**src/rtl/bcd_counter_mux.sv**
```systemverilog
// Multi-digit BCD up/down counter with prescaled count tick, parallel load,
// and a time-multiplexed 7-segment scan output with optional leading-zero blanking.
module bcd_counter_mux #(
  parameter int NUM_DIGITS     = 4,
  parameter int TICK_DIV       = 1000,
  parameter int SCAN_DIV       = 250,
  parameter bit ACTIVE_LOW_SEG = 1'b0
) (
  input  logic                    clk,
  input  logic                    rst,
  input  logic                    enable,
  input  logic                    up_down,
  input  logic                    load,
  input  logic [4*NUM_DIGITS-1:0] load_val,
  input  logic                    blank_lz,
  output logic [6:0]              seg_out,
  output logic [NUM_DIGITS-1:0]   digit_sel,
  output logic [4*NUM_DIGITS-1:0] count,
  output logic                    wrap
);

  localparam int CW = 4 * NUM_DIGITS;
  localparam int PW = (TICK_DIV > 1) ? $clog2(TICK_DIV) : 1;
  localparam int SW = (SCAN_DIV > 1) ? $clog2(SCAN_DIV) : 1;
  localparam int IW = $clog2(NUM_DIGITS);
  localparam logic [PW-1:0] PRESC_MAX = PW'(TICK_DIV - 1);
  localparam logic [SW-1:0] SCAN_MAX  = SW'(SCAN_DIV - 1);
  localparam logic [IW-1:0] IDX_MAX   = IW'(NUM_DIGITS - 1);
  localparam logic [6:0]    SEG_INV   = ACTIVE_LOW_SEG ? 7'h7F : 7'h00;

  function automatic logic [6:0] seg_pattern(input logic [3:0] d);
    case (d)
      4'd0:    seg_pattern = 7'h3F;
      4'd1:    seg_pattern = 7'h06;
      4'd2:    seg_pattern = 7'h5B;
      4'd3:    seg_pattern = 7'h4F;
      4'd4:    seg_pattern = 7'h66;
      4'd5:    seg_pattern = 7'h6D;
      4'd6:    seg_pattern = 7'h7D;
      4'd7:    seg_pattern = 7'h07;
      4'd8:    seg_pattern = 7'h7F;
      4'd9:    seg_pattern = 7'h6F;
      default: seg_pattern = 7'h00;
    endcase
  endfunction

  logic [PW-1:0]         presc_q, presc_d;
  logic [SW-1:0]         scan_q, scan_d;
  logic [IW-1:0]         idx_q, idx_d;
  logic [CW-1:0]         count_q, count_d;
  logic                  wrap_q, wrap_d;
  logic [6:0]            seg_q, seg_d;
  logic [NUM_DIGITS-1:0] sel_q, sel_d;

  logic                  tick;
  logic [CW-1:0]         step_val;
  logic                  step_carry;
  logic [CW-1:0]         clamp_val;
  logic [3:0]            cur_digit;
  logic                  blank;

  assign tick = enable && (presc_q == PRESC_MAX);

  // Ripple the carry/borrow through the digits; a carry out of the top digit is a roll-over.
  always_comb begin
    // NOTE: every comb output gets a default first, so no path leaves it unassigned (no latch).
    step_val   = count_q;
    step_carry = 1'b1;
    for (int i = 0; i < NUM_DIGITS; i++) begin
      if (step_carry) begin
        if (up_down) begin
          if (count_q[4*i +: 4] == 4'd9) begin
            step_val[4*i +: 4] = 4'd0;
          end else begin
            step_val[4*i +: 4] = count_q[4*i +: 4] + 4'd1;
            step_carry         = 1'b0;
          end
        end else begin
          if (count_q[4*i +: 4] == 4'd0) begin
            step_val[4*i +: 4] = 4'd9;
          end else begin
            step_val[4*i +: 4] = count_q[4*i +: 4] - 4'd1;
            step_carry         = 1'b0;
          end
        end
      end
    end
  end

  always_comb begin
    clamp_val = '0;
    for (int i = 0; i < NUM_DIGITS; i++) begin
      clamp_val[4*i +: 4] = (load_val[4*i +: 4] > 4'd9) ? 4'd9 : load_val[4*i +: 4];
    end
  end

  always_comb begin
    presc_d = presc_q;
    count_d = count_q;
    wrap_d  = 1'b0;
    if (load) begin
      count_d = clamp_val;
      presc_d = '0;
    end else if (enable) begin
      if (tick) begin
        presc_d = '0;
        count_d = step_val;
        wrap_d  = step_carry;
      end else begin
        presc_d = presc_q + PW'(1);
      end
    end
  end

  // Display path looks at next-state count and index so segments and select always match.
  always_comb begin
    scan_d = scan_q + SW'(1);
    idx_d  = idx_q;
    if (scan_q == SCAN_MAX) begin
      scan_d = '0;
      idx_d  = (idx_q == IDX_MAX) ? '0 : idx_q + IW'(1);
    end
    sel_d     = NUM_DIGITS'(1) << idx_d;
    cur_digit = count_d[{idx_d, 2'b00} +: 4];
    blank     = blank_lz && (idx_d != '0) && ((count_d >> {idx_d, 2'b00}) == '0);
    seg_d     = (blank ? 7'h00 : seg_pattern(cur_digit)) ^ SEG_INV;
  end

  // NOTE: sequential state uses non-blocking assignments so all flops update together.
  always_ff @(posedge clk) begin
    if (rst) begin
      presc_q <= '0;
      scan_q  <= '0;
      idx_q   <= '0;
      count_q <= '0;
      wrap_q  <= 1'b0;
      seg_q   <= 7'h3F ^ SEG_INV;
      sel_q   <= NUM_DIGITS'(1);
    end else begin
      presc_q <= presc_d;
      scan_q  <= scan_d;
      idx_q   <= idx_d;
      count_q <= count_d;
      wrap_q  <= wrap_d;
      seg_q   <= seg_d;
      sel_q   <= sel_d;
    end
  end

  assign seg_out   = seg_q;
  assign digit_sel = sel_q;
  assign count     = count_q;
  assign wrap      = wrap_q;

endmodule

```
**config.mk**
```make
export PLATFORM = sky130hd
export DESIGN_NAME = bcd_counter_mux
export DESIGN_NICKNAME = d
export VERILOG_FILES = /design/src/rtl/bcd_counter_mux.sv
export SDC_FILE = /design/constraint.sdc
export NUM_CORES = 1
export LEC_CHECK = 0
export ABC_CLOCK_PERIOD_IN_PS = 3000
export CORE_MARGIN = 4
export CORE_UTILIZATION = 50
export DETAILED_ROUTE_END_ITERATION = 8
export GPL_ROUTABILITY_DRIVEN = 0
export PLACE_DENSITY_LB_ADDON = 0.3
export SLEW_MARGIN = 20
export SYNTH_ARGS = -nofsm -noshare
export SYNTH_HDL_FRONTEND = slang
export SYNTH_SLANG_ARGS = --single-unit
```
**constraint.sdc**
```tcl
create_clock -name clk -period 3 [get_ports clk]
set_input_delay 0.3 -clock clk [delete_from_list [all_inputs] [get_ports clk]]
set_output_delay 0.3 -clock clk [all_outputs]
set_load 0.01 [all_outputs]
```
* Yosys cells after proc, flatten, opt, wreduce, memory -nomap -nowiden *
Memories as Yosys holds them, arrays and structs flattened.
Cells that the tools add are included.

storage, ports and cells
  register bits = 48
  latch bits = 0
  bits in writable memories = 0
  bits in read-only memories = 112
  input bits = 22
  output and inout port bits = 28
  logic and storage cells = 90
  memories = 1

operators by class
  add/sub/neg operators = 11
  multiply operators = 0
  divide/modulo/power cells = 0
  order comparisons = 4
  equality and inequality tests = 7
  shift operators = 3
  mux-type cells = 40
  bitwise gates (word level) = 3
  reduce and logical (&&, ||, !) cells = 13

memory list
  name             words  bits a word  read ports  clocked after Yosys merged registers in  write ports  line  RTL
  (no name shown)  16     7            1           0                                        0            32    case (d)

operator list
  kind                     count
  $mux W4                  19
  $mux W16                 3
  $add A4 B1 Y4 const B    4
  $eq A4 B4 Y1 const B     4
  $gt A4 B4 Y1 const B     4
  $logic_not A16 Y1        1
  $logic_not A4 Y1         4
  $shiftx A16 B5 Y4        1
  $shr A16 B4 Y16          1
  $sub A4 B1 Y4 const B    4
  $mux W1                  14
  $add A10 B1 Y10 const B  1
  $eq A10 B10 Y1 const B   1
  $mux W10                 1
  $add A8 B1 Y8 const B    1
  $eq A8 B8 Y1 const B     1
  $mux W6                  1
  $reduce_or A2 Y1         3
  $reduce_or A5 Y1         1
  $mux W2                  2
  $shl A1 B2 Y4 const A    1
  $logic_and A1 B1 Y1      3
  $not A1 Y1               3
  $add A2 B1 Y2 const B    1
  other kinds (2)          2

* Logic depth before layout (Yosys ltp) *
Gate-level depths: netlist of the first run.

  depth in word-level cells = 13
  depth in mapped cells = 13
  gate-level depth less buffers = 13

* Least setup slack after synthesis of the first run *
Ideal clock, no wire load.

  path type = register to register
  from = register presc_q[0]
  to = register seg_q[6] (netlist: seg_out[6])
  setup time = 0.088 ns
  data arrival time = 3.078 ns
  data required time = 2.912 ns
  setup slack = -0.166 ns
  cell stages (with the launch flop) = 13
  buffers on the path = 1
  clock period less this slack = 3.166 ns
  path through = dfxtp_1 -> ha_1 -> and4_1 -> nand3_1 -> clkbuf_1 -> o41ai_1 -> a31oi_1 -> o2bb2ai_1 -> mux2i_1 -> inv_1 -> ha_1 -> or3_1 -> a311oi_2

between the ends
  word-level cells in the longest chain between the ends = 9
  elaborated cells on any way between the ends = 11
  those cells by class = eq/ne: 1; shift: 2; mux: 3; reduce/logical: 4; memory: 1

ends and longest elaborated chain
  what                                                                    line  RTL
  start, declared                                                         47    logic [PW-1:0] presc_q, presc_d;
  start signal, assigned                                                  140   presc_q <= presc_d;
  $eq A10 B10 Y1 (*)                                                      62    assign tick = enable && (presc_q == PRESC_MAX);
  $logic_and A1 B1 Y1 (*)                                                 62
  $mux W16 (*)                                                            105   if (tick) begin
  $mux W16 (*)                                                            104   end else if (enable) begin
  $mux W16 (*)                                                            101   if (load) begin
  parallel branches: the longest is 4 deep, another holds $mem_v2 Z16 W7  -
  end signal, assigned                                                    137   seg_q <= 7'h3F ^ SEG_INV;
  end signal, assigned                                                    145   seg_q <= seg_d;
  end, declared                                                           52    logic [6:0] seg_q, seg_d;

Mark *: on every way between the ends.
A chain may end at the register's enable or synchronous reset.

* Worst setup path after layout of the first run *
  from = register count_q[4] (netlist: count[4])
  to = register seg_q[5] (netlist: seg_out[5])

between the ends
  word-level cells in the longest chain between the ends = 13
  elaborated cells on any way between the ends = 24
  those cells by class = add/sub: 2; eq/ne: 1; shift: 2; mux: 15; reduce/logical: 3; memory: 1

ends and longest elaborated chain
  what                                                                    line    RTL
  start, declared                                                         50      logic [CW-1:0] count_q, count_d;
  start signal, assigned                                                  143     count_q <= count_d;
  $eq A4 B4 Y1 / $logic_not A4 Y1 (equally long branches)                 72, 79
  $mux W1 (on tied branches)                                              72, 79
  $mux W1                                                                 71      if (up_down) begin
  $mux W1 (2 in a row)                                                    70      if (step_carry) begin
  $mux W4                                                                 70
  $mux W16                                                                105
  $mux W16 (*)                                                            104
  $mux W16 (*)                                                            101
  parallel branches: the longest is 3 deep, another holds $mem_v2 Z16 W7  -
  $mux W6 (*)                                                             126     seg_d = (blank ? 7'h00 : seg_pattern(cur_digit)) ^ SEG_INV;

Marked as above.

==> run metrics, run 1 <==
status finished with violations; failing checks setup timing; Post-Route WL 11.0 mm; vias per inst 6.29; Clock Sinks 48; max-cap violations 0; iteration-0 DRC count of the detailed router 547; TritonCTS buffer count 5; ys async rst share 0%; dpl hpwl 7.65 mm; Worst Path Required 3.24 ns; critical hold path startpoint scan_q[0]$_SDFF_PP0_; # rows 29; wire per inst 18.2 microns; grt ovf 0; Top Metal Used met4; share of cells above drive strength 1 28.7%; port buffer count 49; root buf cell clkbuf_8; CTS tree done; largest net degree at the start of global routing 27; DP Area 4400 sq um; crit-path max cell delay 0.69 ns; H-tree Lvls 2; GRT Util Overall 24.1%; CP max FO 9; Post-synth EDFFs 0; # DRC 0; Synth Area in Compound Gates 23.9%; first-pass GRT wire length 16.4 mm; Area Growth Syn to Fin 40.8%; setup violators final 7; clock latency on the worst-skew pair 0.31 ns; VDD IR-drop max 391 uV; simple-gate portion of the synthesized area 27.9%; Least-Margin Pin Slew 0.730 ns; Synth warnings 0; maximum clock frequency 316 MHz; critical path, cell by cell buf_4, nor4_1, a22oi_1, a2111oi_0, buf_4, nor4_1, o2111a_1, a22oi_1, o22ai_4, a22oi_1; overall die width 90.3 microns; Clock Skew 0.0111 ns; Top cell by count, worst path a22oi_1; Rel. slew slack 50.1%; commonest non-fill, non-tap cell in the layout buf_4; initial antenna violation count 0; post-synth net total 446; Final Max Slew Viols 0; Mean Syn Cell Area 8.17 sq um; crit path capture type flop; cell family with most CP delay compound AO/OA/AOI/OAI gates; Die ar. 8150 sq um; R2R Path Start count[4]$_SDFF_PP0_; Initial Utilization 52.4%; multiplexer area fraction after synthesis 4.36%; Buf/Inv on CP 2; Final Hold Viols 0; clock buffer depth 2; Final Cell Area 4760 sq um; crit path kind flop to flop; Core Area 6460 sq um; wl on met1 4.30 mm; Yosys reg bits 48; metal2 WL 5.36 mm; Mapped Area 3380 sq um; largest family of logic cells by synthesized area simple AND/OR/NAND/NOR gates; Hold Buf Count CTS 0; CP Launch Type flop; crit path launch count[4]$_SDFF_PP0_; xor-xnor portion of the synthesized cell area 5.36%; vias in the first global route 3,512; Worst path slowest cell a2111oi_0; Power Dens Cells 358 nW/um^2; post-synthesis sequential area ratio 28.4%; total I/O pin count 50; cells after synthesis 414; adder-cell area share of the yosys netlist 3.70%; most frequent cells in the layout 84 x buf_4, 51 x nor2_1, 48 x clkdlybuf4s50_1; routed vias 3,799; post-route worst setup slack -0.169 ns; Pwr Total 1700 uW; Hold/Removal Path Class flop to flop; Final Critical Period 3.17 ns; first-pass detailed-route iteration total 6; leakage 0.00184 uW; Die Ht 90.3 microns; fin nets 558; Synth Flop Type dfxtp_1; CTS clk-pin slew, worst paths 0.11 ns; Yosys cell types 81; Worst EP arrival 3.41 ns; antenna diode count 0; part of the cycle the worst path needs 106%; Routed Antenna Nets 0; WL met3 795 microns; RSZ-0062 raised after global routing yes
## per-layer routing
layer	track usage, %	vias up
li1	-	1775
met1	29.5	1749
met2	41.1	217
met3	5.25	58
met4	9.69	0
met5	0	-
## what timing repair did
action                                  4_1_cts  5_1_grt
buffers inserted                              4        3
gates resized for setup                      16       29
endpoints found under the setup margin        7        7
gates cloned                                  0        0
pin swaps                                     8       18
## synth_stat cells (8+ instances only)
cell       n  area (sq um)
nand3b_1   8          60.1
nand3_1   12          60.1
inv_1     11          41.3
nor2_1    53           199
xnor2_1   13           114
nor3_1    21           105
clkbuf_1  17          63.8
dfxtp_1   48           961
nand4_1   10          62.6
a21oi_1   10          50.1
ha_1      10           125
o21ai_0   19          95.1
mux2i_1    8          80.1
nand2_1   18          67.6
## logic make-up after synthesis
kind of cell,count (synthesis)
and+or+nand+nor,176
AOI/OAI and AO/OA,107
DFF,48
buffers and inverters,41
xor gates and xnor gates,19
muxes,13
adders and majority gates,10
## where the power goes
| part | total [uW] | internal, uW | switching [uW] |
|---|---|---|---|
| clock network | 505 | 252 | 254 |
| registers | 693 | 667 | 25.9 |
| logic | 506 | 257 | 249 |
## stage by stage
step / TNS, ns / setup WS (ns) / hold WS [ns] / util (%) / std cells
after global placement: -3.51 / -0.535 / 0.459 / 68.1 / 589
after detailed placement: -4.39 / -0.709 / 0.469 / 68.1 / 589
after global routing: -1.65 / -0.298 / 0.516 / 73.8 / 604
final: -0.949 / -0.169 / 0.490 / 73.8 / 604
after floorplan: 0 / 0.0116 / 0.441 / - / 414
after CTS: 0 / 0.00144 / 0.487 / 71.3 / 601
## sequential cells by signal (all words and copies together) (netlist names)
signal,cells
presc_q,10
idx_q,2
scan_q,8
seg_out,7
wrap,1
count,16
digit_sel,4
## final cells by class
class                      count  area [sq um]
clock buffer                   5          68.8
clock inverter                 3          47.5
fill                         464          1700
inverter                      11          41.3
multi-input combinational    325          2400
sequential                    48           968
tap                           77          96.3
timing repair buffer         135          1140
## path summary, 6_finish.rpt
| kind | end | slack (ns) | depth (start not counted) |
|---|---|---|---|
| min | scan_q[0]$_SDFF_PP0_ | 0.49 | 1 |
| min reg2reg | scan_q[0]$_SDFF_PP0_ | 0.49 | 1 |
| max | seg_out[5]$_SDFF_PP1_ | -0.17 | 10 |
| max reg2reg | seg_out[5]$_SDFF_PP1_ | -0.17 | 10 |
## worst reg2reg max path, cell delays in order, from the launching register on
cell and delay [ns]:
dfxtp_1 0.38, buf_4 0.19, nor4_1 0.44, a22oi_1 0.16, a2111oi_0 0.69, buf_4 0.23, nor4_1 0.07, o2111a_1 0.18
a22oi_1 0.37, o22ai_4 0.17, a22oi_1 0.22
No activity file was read; power rests on OpenSTA's default activity.
==> run 2, diff against run 1 <==
--- a/config.mk
+++ b/config.mk
@@ -5,12 +5,13 @@
 export SDC_FILE = /design/constraint.sdc
 export NUM_CORES = 1
 export LEC_CHECK = 0
-export ABC_CLOCK_PERIOD_IN_PS = 3000
+export ABC_CLOCK_PERIOD_IN_PS = 3100
 export CORE_MARGIN = 4
-export CORE_UTILIZATION = 50
+export CORE_UTILIZATION = 55
 export DETAILED_ROUTE_END_ITERATION = 8
 export GPL_ROUTABILITY_DRIVEN = 0
 export PLACE_DENSITY_LB_ADDON = 0.3
+export RECOVER_POWER = 100
 export SLEW_MARGIN = 20
 export SYNTH_ARGS = -nofsm -noshare
 export SYNTH_HDL_FRONTEND = slang
==> constraint.sdc (replaced) <==
create_clock -name clk -period 3.1 [get_ports clk]
set_input_delay 0.31 -clock clk [delete_from_list [all_inputs] [get_ports clk]]
set_output_delay 0.31 -clock clk [all_outputs]
set_load 0.01 [all_outputs]
==> run 2 against run 1 <==
Net effect:
- critical endpoint is now seg_out[4]$_SDFF_PP1_
- worst hold slack got worse by 0.0043 ns
- highest routed layer unchanged
- register-to-register slack improved by 0.17 ns
- the flow now finishes without violations
- clock power decreased by 4.0%
- combinational power decreased by 8.9%
- total power decreased by 4.9%
- setup slack improved by 0.17 ns
==> run metrics, run 2 (same netlist as run 1, synthesis figures left out) <==
status finished, final reports clean; worst r2r dst seg_out[4]$_SDFF_PP1_; CTS clk-pin slew, worst paths 0.09 ns; critical path, cell by cell and3_2, o211ai_1, o41a_1, a21bo_1, mux4_2, ha_4, nand4_1, nor2_2, o311ai_2; # rows 28; P_sw 482 uW; Clock Skew 0.00874 ns; depth of the worst hold-timing path 1; Largest register FFs 16; first-pass detailed-route iteration total 7; Clock Sinks 48; vias in the first global route 3,645; GRT Util Overall 29.0%; DP Area 4350 sq um; R2R Path Start count[4]$_SDFF_PP0_; Die ar. 7470 sq um; wire per inst 18.5 microns; Worst path slowest cell mux4_2; sequential share of power 41.6%; Power Dens Cells 349 nW/um^2; grt ovf 0; Worst Path Required 3.31 ns; Final Critical Period 3.10 ns; antenna diode count 0; internal power 1140 uW; largest net degree at the start of global routing 23; Core Area 5960 sq um; part of the cycle the worst path needs 99.9%; Hold Slack 0.486 ns; Routed Antenna Nets 0; crit path capture type flop; cell family with most CP delay compound AO/OA/AOI/OAI gates; total I/O pin count 50; crit-path max cell delay 0.58 ns; Final Cell Area 4640 sq um; M2 GR Usage 48.6%; # DRC 0; Worst EP arrival 3.31 ns; share of cells above drive strength 1 27.2%; power share of the clock group 29.9%; H-tree Lvls 2; commonest non-fill, non-tap cell in the layout buf_4; maximum clock frequency 323 MHz; VDD IR-drop max 333 uV; first-pass GRT wire length 17.5 mm; Rel. slew slack 55.8%; Initial Utilization 56.8%; most frequent cells in the layout 73 x buf_4, 51 x nor2_1, 39 x dfxtp_1; CTS tree done; Switching Fraction 29.7%; RSZ-0062 raised after global routing yes; fin nets 550; Area Growth Syn to Fin 37.2%; setup violators final 0; clock latency on the worst-skew pair 0.31 ns; leakage 0.00181 uW; Buf/Inv on CP 0; critical hold path startpoint scan_q[0]$_SDFF_PP0_; Most Crowded Layer GR met2; Hold Buf Count CTS 0; initial antenna violation count 0; Comb pwr share 28.4%; iteration-0 DRC count of the detailed router 457; CP max FO 6; R2R depth 9; CP Launch Type flop; port buffer count 49; Post-Route WL 11.0 mm; max-cap violations 0; Hold/Removal Path Class flop to flop; grt met3 use 5.61%; Die Ht 86.4 microns; routed vias 3,821; root buf cell clkbuf_8; overall die width 86.4 microns; Final Max Slew Viols 0; TritonCTS buffer count 5; flop2flop setup slack 0.004 ns; Worst Hold End scan_q[0]$_SDFF_PP0_; met1 usage 36.1%; crit path kind flop to flop; FILL cells 406; dpl hpwl 7.65 mm; vias per inst 6.43; Final Hold Viols 0; clock buffer depth 2; Least-Margin Pin Slew 0.645 ns
[run 2: cell count changes in the layout (fill, tap and decap cells not counted), moves of 2 or more]
cell	before	now
clkbuf_1	0	2
dfxtp_1	42	39
a22oi_2	2	0
a22oi_1	4	6
dfxtp_2	6	9
dlygate4sd3_1	0	22
buf_4	84	73
clkdlybuf4s50_1	48	26
[run 2: layout make-up]
cell class | instances | area, sq um | share of cell area (%)
multi-input combinational | 325 | 2340 | 50.4
timing repair buffer | 127 | 1070 | 23.1
sequential | 48 | 972 | 20.9
inverter | 11 | 41.3 | 0.890
tap | 75 | 93.8 | 2.02
clock inverter | 2 | 38.8 | 0.836
clock buffer | 6 | 82.6 | 1.78
[run 2: how the worst max path moves through the flow]
stage | slack (ns) | end | start | depth (start not counted)
final | 0.004 | seg_out[4]$_SDFF_PP1_ | count[4]$_SDFF_PP0_ | 9
after CTS | 0.002 | seg_out[6]$_SDFF_PP0_ | presc_q[7]$_SDFFE_PP0P_ | 9
after global placement | -0.42 | seg_out[4]$_SDFF_PP1_ | up_down | 10
after global routing | -0.12 | seg_out[4]$_SDFF_PP1_ | count[6]$_SDFF_PP0_ | 10
after floorplan | 0.008 | seg_out[6]$_SDFF_PP0_ | presc_q[0]$_SDFFE_PP0P_ | 12
after detailed placement | -0.69 | seg_out[4]$_SDFF_PP1_ | up_down | 10
[run 2: stage by stage]
step	TNS (ns)	utilization, %	cells	setup slack, ns	power (uW)
floorplan	0	-	414	0.00776	915
global placement	-2.59	73.1	582	-0.422	1100
detailed placement	-3.69	73.1	582	-0.690	1110
CTS	0	75.3	590	0.00215	1590
global route	-0.493	77.9	594	-0.117	1690
finish	0	77.9	594	0.00368	1620
[run 2: power by group through the flow]
stage / Combinational (uW) / Sequential, uW / Clock (uW)
detailed placement: 426 / 684 / 0
global route: 494 / 678 / 522
global placement: 412 / 684 / 0
finish: 461 / 674 / 485
CTS: 432 / 670 / 485
floorplan: 226 / 689 / 0
[run 2: timing repair]
item / CTS / global route
setup endpoints to repair: 7 / 7
buffers inserted: 0 / 4
pin swaps: 3 / 9
resized for setup: 7 / 35
[run 2: layer usage]
metal | wire (microns) | vias up
li1 | - | 1760
met1 | 4280 | 1772
met2 | 5320 | 225
met3 | 902 | 64
met4 | 472 | 0
met5 | 0 | -
==> run 3, diff against run 2 <==
--- a/config.mk
+++ b/config.mk
@@ -5,9 +5,9 @@
 export SDC_FILE = /design/constraint.sdc
 export NUM_CORES = 1
 export LEC_CHECK = 0
-export ABC_CLOCK_PERIOD_IN_PS = 3100
+export ABC_CLOCK_PERIOD_IN_PS = 4000
 export CORE_MARGIN = 4
-export CORE_UTILIZATION = 55
+export CORE_UTILIZATION = 59
 export DETAILED_ROUTE_END_ITERATION = 8
 export GPL_ROUTABILITY_DRIVEN = 0
 export PLACE_DENSITY_LB_ADDON = 0.3
==> constraint.sdc (replaced) <==
create_clock -name clk -period 4 [get_ports clk]
set_input_delay 0.4 -clock clk [delete_from_list [all_inputs] [get_ports clk]]
set_output_delay 0.4 -clock clk [all_outputs]
set_load 0.01 [all_outputs]
==> run 3 against run 2 <==
Net effect:
- first-iteration DRC count decreased by 12%
- design area is 14% lower
- total power shrank 31%
- cell count is 11% lower
- core utilization down 6.1 points
- combinational power is 44% lower
- clock power is 35% lower
- critical path depth is 2 higher
- clock skew fell by 0.0020 ns
- setup slack better by 0.33 ns
- largest cell class unchanged
- largest power group unchanged
==> run metrics, run 3 (same netlist as run 1, synthesis figures left out) <==
crit path kind primary input to flop; Clock Skew 0.00673 ns; final std cells w/o fill 529; iteration-0 DRC count of the detailed router 402; CTS tree done; RSZ-0062 raised after global routing no; first-pass GRT wire length 15.3 mm; Post-Route WL 9.18 mm; Pwr Total 1110 uW; overall die width 83.7 microns; Hold/Removal Path Class flop to flop; CTS clk-pin slew, worst paths 0.10 ns; Final Hold Viols 0; Setup Buffers After CTS 0; CP max FO 17; dpl cells 521; Rel. slew slack 44.8%; initial antenna violation count 0; port buffer count 49; Least-Margin Pin Slew 0.805 ns; most frequent cells in the layout 53 x nor2_1, 48 x dfxtp_1, 29 x dlygate4sd3_1; Initial Utilization 61.1%; antenna diode count 0; # rows 27; leakage 0.00148 uW; clock buffer depth 2; Power Dens Cells 279 nW/um^2; status finished, final reports clean; vias per inst 6.47; vias in the first global route 3,219; Final Critical Period 3.67 ns; grt ovf 0; VDD IR-drop max 223 uV; register area 961 sq um; # DRC 0; max-cap violations 0; Core Area 5540 sq um; Die Ht 83.7 microns; Largest register FFs 16; total I/O pin count 50; post-CTS sizing 0; routed vias 3,425; Final Max Slew Viols 0; fin nets 488; crit path capture type flop; dpl hpwl 6.52 mm; Hold Buf Count CTS 0; first-pass detailed-route iteration total 7; CP Launch Type primary input; Die ar. 7010 sq um; commonest non-fill, non-tap cell in the layout nor2_1; setup violators final 0; Multi-input gate area 2200 sq um; FILL cells 457; TritonCTS buffer count 5; setup TNS 0 ns; root buf cell clkbuf_8; Area Growth Syn to Fin 17.6%; largest net degree at the start of global routing 38; final design utilization 71.8%; maximum clock frequency 273 MHz; Clock Sinks 48; share of cells above drive strength 1 9.19%; Worst EP arrival 3.88 ns; part of the cycle the worst path needs 91.7%; wire per inst 17.3 microns; Worst Path Required 4.21 ns; clock latency on the worst-skew pair 0.31 ns; H-tree Lvls 2; Routed Antenna Nets 0; GRT Util Overall 25.9%
## run 3: through the flow
stage          cell area (sq um)  setup WS [ns]  hold slack (ns)
2_1_floorplan               3380          0.834            0.441
3_3_place_gp                3910          0.227            0.459
3_5_place_dp                3910          0.135            0.475
4_1_cts                     4010          0.443            0.495
5_1_grt                     3980          0.131            0.502
6_report                    3980          0.334            0.497
## run 3: area by class of cell
cell class                 instances  area share [%]
multi-input combinational        325            55.3
tap                               72            2.26
clock inverter                     2           0.346
timing repair buffer              65            14.9
clock buffer                       6            2.07
sequential                        48            24.1
inverter                          11            1.04
## run 3: power by group
group          internal [uW]  switching (uW)  leakage (uW)  total (uW)
sequential               499            37.5      0.000393         537
combinational            127             132       0.00103         259
clock                    142             175     0.0000516         316
total                    768             344       0.00148        1110
## run 3: worst paths after layout
path	start	endpoint	slack [ns]	depth (start not counted)
worst max-delay path	up_down	seg_out[4]$_SDFF_PP1_	0.33	11
worst min-delay path	scan_q[0]$_SDFF_PP0_	scan_q[0]$_SDFF_PP0_	0.50	1
worst max register to register	presc_q[0]$_SDFFE_PP0P_	seg_out[6]$_SDFF_PP0_	0.47	12
worst min register to register	scan_q[0]$_SDFF_PP0_	scan_q[0]$_SDFF_PP0_	0.50	1
## run 3: worst max-delay path, stage by stage
cell	delay [ns]
dlygate4sd3_1	0.65
buf_4	0.24
nor3_1	0.36
o211ai_1	0.26
o41a_1	0.49
a21bo_1	0.21
mux4_2	0.51
ha_1	0.25
nand4_1	0.12
nor2_1	0.09
o311ai_0	0.30
## run 3: per-layer routing
| metal | vias up | GRT usage (%) | wire (microns) |
|---|---|---|---|
| met2 | 147 | 43.4 | 4310 |
| met5 | - | 0 | 0 |
| li1 | 1626 | - | - |
| met3 | 28 | 4.34 | 547 |
| met4 | 0 | 10.8 | 305 |
| met1 | 1624 | 32.7 | 4020 |
